`src/rtl/dm_reader_pkg.sv`:
```
// Shared definitions for the data-memory result reader: FSM state encodings
// and default data/address widths.
package dm_reader_pkg;

  localparam int DEFAULT_DW = 8;
  localparam int DEFAULT_AW = 8;

  localparam logic [2:0] ST_IDLE = 3'd0;
  localparam logic [2:0] ST_ADDR = 3'd1;
  localparam logic [2:0] ST_WAIT = 3'd2;
  localparam logic [2:0] ST_EMIT = 3'd3;
  localparam logic [2:0] ST_SUM  = 3'd4;
  localparam logic [2:0] ST_FIN  = 3'd5;

endpackage

```
`src/rtl/xor_accum.sv`:
```
// Running XOR of data words; clear wins over enable. Only instantiated by the
// reader when DUMP_CHECKSUM_EN is defined.
module xor_accum #(
  parameter int DW = 8
) (
  input  logic          clk,
  input  logic          rst,
  input  logic          clear,
  input  logic          enable,
  input  logic [DW-1:0] data_in,
  output logic [DW-1:0] sum_out
);

  logic [DW-1:0] sum_q;
  logic [DW-1:0] sum_d;

  always_comb begin
    sum_d = sum_q;
    if (clear) begin
      sum_d = '0;
    end else if (enable) begin
      sum_d = sum_q ^ data_in;
    end
  end

  always_ff @(posedge clk) begin
    if (rst) begin
      sum_q <= '0;
    end else begin
      sum_q <= sum_d;
    end
  end

  assign sum_out = sum_q;

endmodule

```
`src/rtl/dm_result_reader.sv`:
```
// Dumps COUNT words from data memory starting at BASE onto a valid/ready
// stream. Optional trailing XOR checksum word when DUMP_CHECKSUM_EN is defined.
//
// Output handshake: OutData/OutLast are meaningful only while OutValid is high;
// once OutValid rises it stays high with OutData stable until a rising edge
// sees OutValid and OutReady both high (one transfer).
module dm_result_reader
  import dm_reader_pkg::*;
#(
  parameter int DW    = DEFAULT_DW,
  parameter int AW    = DEFAULT_AW,
  parameter int BASE  = 4,
  parameter int COUNT = 4
) (
  input  logic          Clk,
  input  logic          Reset,
  input  logic          Start,
  output logic [AW-1:0] MemAddr,
  input  logic [DW-1:0] MemRdData,
  output logic [DW-1:0] OutData,
  output logic          OutValid,
  input  logic          OutReady,
  output logic          OutLast,
  output logic          Busy,
  output logic          Done,
  output logic [2:0]    dbg_state
);

  localparam logic [AW-1:0] BASE_A   = AW'(BASE);
  localparam int            LAST_INT = (COUNT > 0) ? COUNT - 1 : 0;
  localparam logic [AW-1:0] LAST_IDX = AW'(LAST_INT);

  logic [2:0]    state_q, state_d;
  logic [AW-1:0] idx_q, idx_d;
  logic [AW-1:0] mem_addr_q, mem_addr_d;
  logic [DW-1:0] out_data_q, out_data_d;
  logic          out_valid_q, out_valid_d;
  logic          out_last_q, out_last_d;
  logic          xfer;

  assign xfer = out_valid_q & OutReady;

`ifdef DUMP_CHECKSUM_EN
  logic [DW-1:0] acc_sum;

  // Cleared while idle so each dump starts from zero; folds in every captured word.
  xor_accum #(.DW(DW)) u_xor_accum (
    .clk     (Clk),
    .rst     (Reset),
    .clear   (state_q == ST_IDLE),
    .enable  (state_q == ST_WAIT),
    .data_in (MemRdData),
    .sum_out (acc_sum)
  );
`endif

  always_comb begin
    state_d     = state_q;
    idx_d       = idx_q;
    mem_addr_d  = mem_addr_q;
    out_data_d  = out_data_q;
    out_valid_d = out_valid_q;
    out_last_d  = out_last_q;
    case (state_q)
      ST_IDLE: begin
        if (Start) begin
          idx_d = '0;
          if (COUNT == 0) begin
`ifdef DUMP_CHECKSUM_EN
            // Empty dump still emits the (zero) checksum as its only word.
            state_d     = ST_SUM;
            out_data_d  = '0;
            out_valid_d = 1'b1;
            out_last_d  = 1'b1;
`else
            state_d = ST_FIN;
`endif
          end else begin
            state_d    = ST_ADDR;
            mem_addr_d = BASE_A;
          end
        end
      end
      ST_ADDR: begin
        state_d = ST_WAIT;
      end
      ST_WAIT: begin
        state_d     = ST_EMIT;
        out_data_d  = MemRdData;
        out_valid_d = 1'b1;
`ifdef DUMP_CHECKSUM_EN
        out_last_d  = 1'b0;
`else
        out_last_d  = (idx_q == LAST_IDX);
`endif
      end
      ST_EMIT: begin
        if (xfer) begin
          out_valid_d = 1'b0;
          out_last_d  = 1'b0;
          if (idx_q != LAST_IDX) begin
            idx_d      = idx_q + 1'b1;
            mem_addr_d = BASE_A + idx_q + 1'b1;
            state_d    = ST_ADDR;
          end else begin
`ifdef DUMP_CHECKSUM_EN
            state_d     = ST_SUM;
            out_data_d  = acc_sum;
            out_valid_d = 1'b1;
            out_last_d  = 1'b1;
`else
            state_d = ST_FIN;
`endif
          end
        end
      end
`ifdef DUMP_CHECKSUM_EN
      ST_SUM: begin
        if (xfer) begin
          out_valid_d = 1'b0;
          out_last_d  = 1'b0;
          state_d     = ST_FIN;
        end
      end
`endif
      ST_FIN: begin
        state_d = ST_IDLE;
        idx_d   = '0;
      end
      default: begin
        state_d     = ST_IDLE;
        out_valid_d = 1'b0;
        out_last_d  = 1'b0;
      end
    endcase
  end

  always_ff @(posedge Clk) begin
    if (Reset) begin
      state_q     <= ST_IDLE;
      idx_q       <= '0;
      mem_addr_q  <= '0;
      out_data_q  <= '0;
      out_valid_q <= 1'b0;
      out_last_q  <= 1'b0;
    end else begin
      state_q     <= state_d;
      idx_q       <= idx_d;
      mem_addr_q  <= mem_addr_d;
      out_data_q  <= out_data_d;
      out_valid_q <= out_valid_d;
      out_last_q  <= out_last_d;
    end
  end

  assign MemAddr   = mem_addr_q;
  assign OutData   = out_data_q;
  assign OutValid  = out_valid_q;
  assign OutLast   = out_last_q;
  assign Busy      = (state_q != ST_IDLE);
  assign Done      = (state_q == ST_FIN);
  assign dbg_state = state_q;

endmodule
```
`config.mk`:
```
export PLATFORM = sky130hd
export DESIGN_NAME = dm_result_reader
export DESIGN_NICKNAME = d
export VERILOG_FILES = /design/src/rtl/dm_reader_pkg.sv /design/src/rtl/xor_accum.sv /design/src/rtl/dm_result_reader.sv
export SDC_FILE = /design/constraint.sdc
export NUM_CORES = 1
export LEC_CHECK = 0
export BUFFER_PORTS_ARGS = -buffer_cell sky130_fd_sc_hd__clkbuf_2
export CAP_MARGIN = 20
export CELL_PAD_IN_SITES_DETAIL_PLACEMENT = 1
export CELL_PAD_IN_SITES_GLOBAL_PLACEMENT = 2
export CORE_MARGIN = 2
export CORE_UTILIZATION = 33
export DETAILED_ROUTE_END_ITERATION = 10
export PLACE_DENSITY = 0.93
export SYNTH_ARGS = -nofsm -noshare
export SYNTH_HDL_FRONTEND = slang
export SYNTH_SLANG_ARGS = --single-unit
```
`constraint.sdc`:
```
create_clock -name Clk -period 3.5 [get_ports Clk]
set_input_delay 0.875 -clock Clk [delete_from_list [all_inputs] [get_ports Clk]]
set_output_delay 0.875 -clock Clk [all_outputs]
set_load 0.05 [all_outputs]
```
==> metrics, run 1 <==
GRT Overall Usage 16.69%; Post-CTS Resized 0; antenna violations before repair 0; Die H a little under 70 um; CTS Sinks 29; Logic pwr share a little under an eighth; Final #Nets between 200 and 250; Syn. warnings 0; first-pass GRT wire length ~6.4 mm; clock share of power a little under half; RSZ-0062 raised after global routing false; Top Ports 35; number of detailed-route iterations in the first pass 4; Final Hold Vio Count 0; clock latency on the worst-skew pair about 0.29 ns; worst slew pin tran around 0.57 ns; fin. max-slew vios 0; cts bufs inserted 5; clock root cell clkbuf_8; peak fanout along the critical path 11; Avg Inst Size Synth ~9 um2; Slowest cell on crit path dfxtp_1; port bufs 34; vias between 1,000 and 1,500; Antenna diodes 0; Critical Path AT between 1 and 1.5 ns; Power per Cell Area around 510 nW/um2; Initial Util a little over a third; Critical Path, Cell by Cell nor2_1 > nand2_1 > clkbuf_2; die area around 4800 um2; r2r setup slk ~1.7 ns; commonest non-fill, non-tap cells in the layout 34 x clkbuf_2, 29 x dfxtp_1, 24 x nand2_1; Vias/cell about 5.4; LEAKAGE approximately 0.69 nW; Final setup violation count 0; sequential area share after synthesis approximately two fifths; Switching Power approximately 0.22 mW; initial drt markers 26; largest net degree at the start of global routing 21; critical path capture point type output port; CP max stage delay 0.58 ns; DPL Wire Length roughly 2.8 mm; share of cells above drive strength 1 a little under 30%; P_int approximately 0.65 mW; Max-slew headroom between 60% and 70%; DR WL/cell 16.23 um; max cap viols 0; sequential share of power 40.3%; Post-synth EDFFs 0; dominant register cell in the synthesized netlist dfxtp_1; GRT overflow 0; asr flop ratio synth 0%; syn nets between 150 and 200; CTS tree built; htree depth 2; DRT antenna net count 0; Tcrit/Tclk final between 60% and 70%; Sw Ratio between 20% and 30%; Peak Freq between 400 and 500 MHz; Sum Neg Setup Slack 0 ns; Post-Route WL 3.912 mm; Final Skew 0.006415 ns; die width ~70 um; Site Rows 23; path type of the worst min-delay path reg2reg; DR DRC count 0; dpl ws roughly 1.3 ns; Setup WS post-layout ~1.2 ns; post-synth cell types 47; area delta synth->final 21.50%; Worst Path Class, Setup reg2out; Post-Syn Area 1420 um2; Max VDD drop 0.0002337 V; Syn Inst Count 158; routability congestion estimate 0.7767; Tmin final approximately 2.3 ns; status finished clean; Startpoint Class flip-flop; Worst-path clk slew 0.07 ns; vias in the first global route roughly 1,300; Post-CTS Hold Buffers 0; CP required between 2 and 3 ns; core footprint just over 4000 um2; Max clock buf depth 2; commonest non-fill, non-tap cell in the layout clkbuf_2; Yosys reg bits 29; Post CTS Setup Buffer Count 0
==> area by class of cell <==
type | instances | area [um2]
Inverter | 4 | 15.01
Sequential cell | 29 | 580.6
Fill cell | 483 | 2332
Timing Repair Buffer | 34 | 170.2
Clock inverter | 3 | 65.06
Clock buffer | 5 | 68.82
Multi-Input combinational cell | 116 | 763.2
Tap cell | 50 | 62.56
==> cells by family after synthesis <==
group | after synthesis | synth area share, %
AOI/OAI and AO/OA | 48 | 24.67
buffers and inverters | 13 | 5.374
DFF | 29 | 40.88
xor gates and xnor gates | 6 | 3.700
adders and majority gates | 2 | 1.762
and+or+nand+nor | 60 | 23.61
==> metal layers <==
metal / vias up / wire, um / global-route usage (%)
li1: 637 / - / -
met2: 35 / 1976 / 29.27
met4: 0 / 55 / 5.882
met5: - / 0 / 0
met3: 6 / 210 / 5.378
met1: 634 / 1670 / 18.88
==> worst max-delay path, delay by kind of cell, from the launching register on <==
family	cells	cell delay (ns)
buffers and inverters	1	0.28
DFF	1	0.58
and+or+nand+nor	2	0.25
==> metrics by stage <==
step | hold WS (ns) | utilization, % | cell area (um2) | power [mW] | cells
after global placement | 0.4419 | 39.22 | 1592 | 0.4587 | 233
after floorplan | 0.4917 | - | 1420 | 0.4352 | 158
after CTS | 0.4601 | 42.52 | 1725 | 0.8819 | 241
after global routing | 0.4973 | 42.52 | 1725 | 0.9016 | 241
final | 0.4577 | 42.52 | 1725 | 0.8721 | 241
after detailed placement | 0.4514 | 39.22 | 1592 | 0.4625 | 233
==> cells in the mapped netlist, types with 2 or more instances <==
cell type,instances,share of area (%)
buf_2,4,1.4
xor2_1,4,2.5
o21ai_0,3,1.1
ha_1,2,1.8
a41oi_1,2,1.2
buf_6,3,2.4
nand2_1,24,6.3
a31oi_1,8,3.5
nand2b_1,3,1.3
o2bb2ai_1,4,2.5
nor2_1,8,2.1
a21oi_2,2,1.2
nor3_1,2,0.70
clkbuf_1,2,0.53
inv_1,3,0.79
nor3_2,3,2.1
xnor2_1,2,1.2
a21oi_1,16,5.6
nand3_1,6,2.1
nand4_1,2,0.88
dfxtp_1,29,41
==> flip-flops by register name (all words and copies together) (netlist names) <==
name / cells
OutLast: 1
MemAddr: 8
OutValid: 1
OutData: 8
idx_q: 8
dbg_state: 3
==> worst paths after layout <==
kind                              startpoint    endpoint  cells after the start
worst min-delay path              OutData[2]  OutData[2]                      2
worst min register to register    OutData[2]  OutData[2]                      2
worst max-delay path            dbg_state[2]        Busy                      3
worst max register to register      idx_q[0]  MemAddr[1]                      5
==> power by group through the flow <==
stage / registers, mW / logic, mW / clock network, mW
finish: 0.352 / 0.103 / 0.418
global route: 0.354 / 0.110 / 0.438
global placement: 0.358 / 0.101 / 0
detailed placement: 0.359 / 0.104 / 0
floorplan: 0.386 / 0.0494 / 0
CTS: 0.352 / 0.104 / 0.426
No activity file was read; power rests on OpenSTA's default activity.
==> run 2: changes to the inputs <==
--- a/config.mk
+++ b/config.mk
@@ -10,9 +10,9 @@
 export CELL_PAD_IN_SITES_DETAIL_PLACEMENT = 1
 export CELL_PAD_IN_SITES_GLOBAL_PLACEMENT = 2
 export CORE_MARGIN = 2
-export CORE_UTILIZATION = 33
+export CORE_UTILIZATION = 31
 export DETAILED_ROUTE_END_ITERATION = 10
-export PLACE_DENSITY = 0.93
+export PLACE_DENSITY = 0.89
 export SYNTH_ARGS = -nofsm -noshare
 export SYNTH_HDL_FRONTEND = slang
 export SYNTH_SLANG_ARGS = --single-unit
==> constraint.sdc (replaced) <==
create_clock -name Clk -period 2.16 [get_ports Clk]
set_input_delay 0.54 -clock Clk [delete_from_list [all_inputs] [get_ports Clk]]
set_output_delay 0.54 -clock Clk [all_outputs]
set_load 0.05 [all_outputs]
==> metrics, run 2 (same netlist as run 1, synthesis figures left out) <==
status finished clean; Final Skew 0.004816 ns (-0.001599 ns); Tmin final between 1.5 and 2 ns; Initial Util 32.39% (-2.6 points); GRT overflow 0 (unchanged); Tcrit/Tclk final 88.21%; peak fanout along the critical path 11 (unchanged); routability congestion estimate 0.7448 (-4.1%); DRT antenna net count 0 (unchanged); worst hold endpoint OutData[0]; crit-path leading delay family flip-flops; sequential share of power 49.1% (+8.8 points); Max-slew headroom 60.60% (-1.3 points); commonest non-fill, non-tap cell in the layout clkbuf_2; die width 71.69 um (+3.0%); path type of the worst min-delay path reg2reg; Worst-path clk slew 0.06 ns (about the same); Critical Path, Cell by Cell and3b_1 > clkbuf_2; Startpoint Class flip-flop; Peak Freq approximately 520 MHz; CTS Sinks 29 (unchanged); Final Hold Vio Count 0 (unchanged); vias 1,260 (-4.0%); Top Ports 35 (unchanged); htree depth 2 (unchanged); final hold slack 0.4564 ns (-0.001282 ns); CP max stage delay 0.55 ns (-0.03 ns); number of detailed-route iterations in the first pass 4 (unchanged); Worst Hold Path Cells 2 (unchanged); initial drt markers 33 (+27%); Antenna diodes 0 (unchanged); Power per Cell Area 684.5 nW/um2 (+35%); Worst Path Class, Setup reg2out; Site Rows 24 (+4.3%); CTS tree built; LEAKAGE 0.6771 nW (-1.9%); CP required 1.62 ns (-1.00 ns); Critical Path AT 1.37 ns (-0.03 ns); GRT Overall Usage 15.31% (-1.4 points); Vias/cell 5.122 (-5.9%); critical path capture point type output port; number of fill cells 547 (+13%); clock share of power 36.5% (-11 points); Max clock buf depth 2 (unchanged); hold path start OutData[0]; vias in the first global route 1,197 (-8.8%); Logic pwr share 14.4% (+2.6 points); share of cells above drive strength 1 29.38% (-0.46 points); Sw Ratio 28.98% (+3.5 points); clock latency on the worst-skew pair 0.28 ns (about the same); commonest non-fill, non-tap cells in the layout 34 x clkbuf_2, 29 x dfxtp_1, 24 x nand2_1; r2r setup slk 0.43 ns (-1.22 ns); port bufs 34 (unchanged); Switching Power 0.3365 mW (+51%); Max VDD drop 0.0003208 V (+37%); die area 5139 um2 (+6.1%); Post-CTS Hold Buffers 0 (unchanged); clock root cell clkbuf_8; DPL Wire Length 2.592 mm (-7.9%); max cap viols 0 (unchanged); worst slew pin tran 0.5877 ns (+0.01887 ns); antenna violations before repair 0 (unchanged); P_int 0.8247 mW (+27%); RSZ-0062 raised after global routing false; fin. max-slew vios 0 (unchanged); largest net degree at the start of global routing 14 (-33%); Final setup violation count 0 (unchanged); worst r2r src dbg_state[1]; CP Buf/Inv Count 1 (unchanged); cts bufs inserted 5 (unchanged); core footprint 4384 um2 (+8.0%); first-pass GRT wire length 5.982 mm (-6.9%); DR WL/cell 14.51 um (-11%); Post-Route WL 3.570 mm (-8.7%); R2R depth 4 (-1); Post-CTS Resized 0 (unchanged); Die H 71.69 um (+3.0%); area delta synth->final 19.47%; R2R Path End idx_q[2]; Slowest cell on crit path dfxtp_1; DR DRC count 0 (unchanged); Sum Neg Setup Slack 0 ns (unchanged); Final #Nets 207 (+1.5%); Post CTS Setup Buffer Count 0 (unchanged)
[run 2: routing by layer]
layer / up-vias / share of wire (%) / wire, um / global-route usage, %
met3: 8 / 5.6 / 200 / 5.626
met2: 28 / 44 / 1585 / 22.63
met4: 0 / 1.7 / 60 / 6.289
met1: 586 / 48 / 1723 / 20.17
met5: - / 0 / 0 / 0
li1: 638 / - / - / -
[run 2: metrics by stage]
stage | setup WS [ns] | utilization, % | power, mW | area [um2] | std cells
after floorplan | 0.2391 | - | 0.7052 | 1420 | 158
after global placement | 0.3776 | 36.87 | 0.7494 | 1617 | 238
after detailed placement | 0.3549 | 36.87 | 0.7508 | 1617 | 238
after CTS | 0.2410 | 38.70 | 1.187 | 1697 | 246
after global routing | 0.1850 | 38.70 | 1.228 | 1697 | 246
final | 0.2546 | 38.70 | 1.161 | 1697 | 246
[run 2: how the worst max path moves through the flow]
| stage | startpoint | end | slack [ns] | depth (start not counted) |
|---|---|---|---|---|
| 3_5_place_dp | Start | MemAddr[4] | 0.35 | 5 |
| 6_report | dbg_state[2] | Done | 0.25 | 2 |
| 3_3_place_gp | Start | MemAddr[4] | 0.38 | 5 |
| 4_1_cts | dbg_state[2] | Done | 0.24 | 2 |
| 5_1_grt | dbg_state[2] | Done | 0.19 | 2 |
| 2_1_floorplan | dbg_state[0] | Done | 0.24 | 2 |
[run 2: final cells by class]
cell class | instances | area, um2 | share of cell area (%)
Timing Repair Buffer | 37 | 192.7 | 11.36
Tap cell | 52 | 65.06 | 3.835
Multi-Input combinational cell | 116 | 763.2 | 44.99
Clock buffer | 8 | 80.08 | 4.720
Sequential cell | 29 | 580.6 | 34.22
Inverter | 4 | 15.01 | 0.8850
[run 2: worst min-delay path: stages (launching register included)]
cell,delay (ns)
dfxtp_1,0.30
nand2_1,0.05
a21oi_1,0.05
[run 2: power groups by stage]
stage | sequential [mW] | combinational [mW] | clock (mW)
3_5_place_dp | 0.582 | 0.169 | 0
6_report | 0.570 | 0.167 | 0.424
5_1_grt | 0.573 | 0.180 | 0.474
2_1_floorplan | 0.625 | 0.0801 | 0
4_1_cts | 0.570 | 0.169 | 0.447
3_3_place_gp | 0.582 | 0.168 | 0
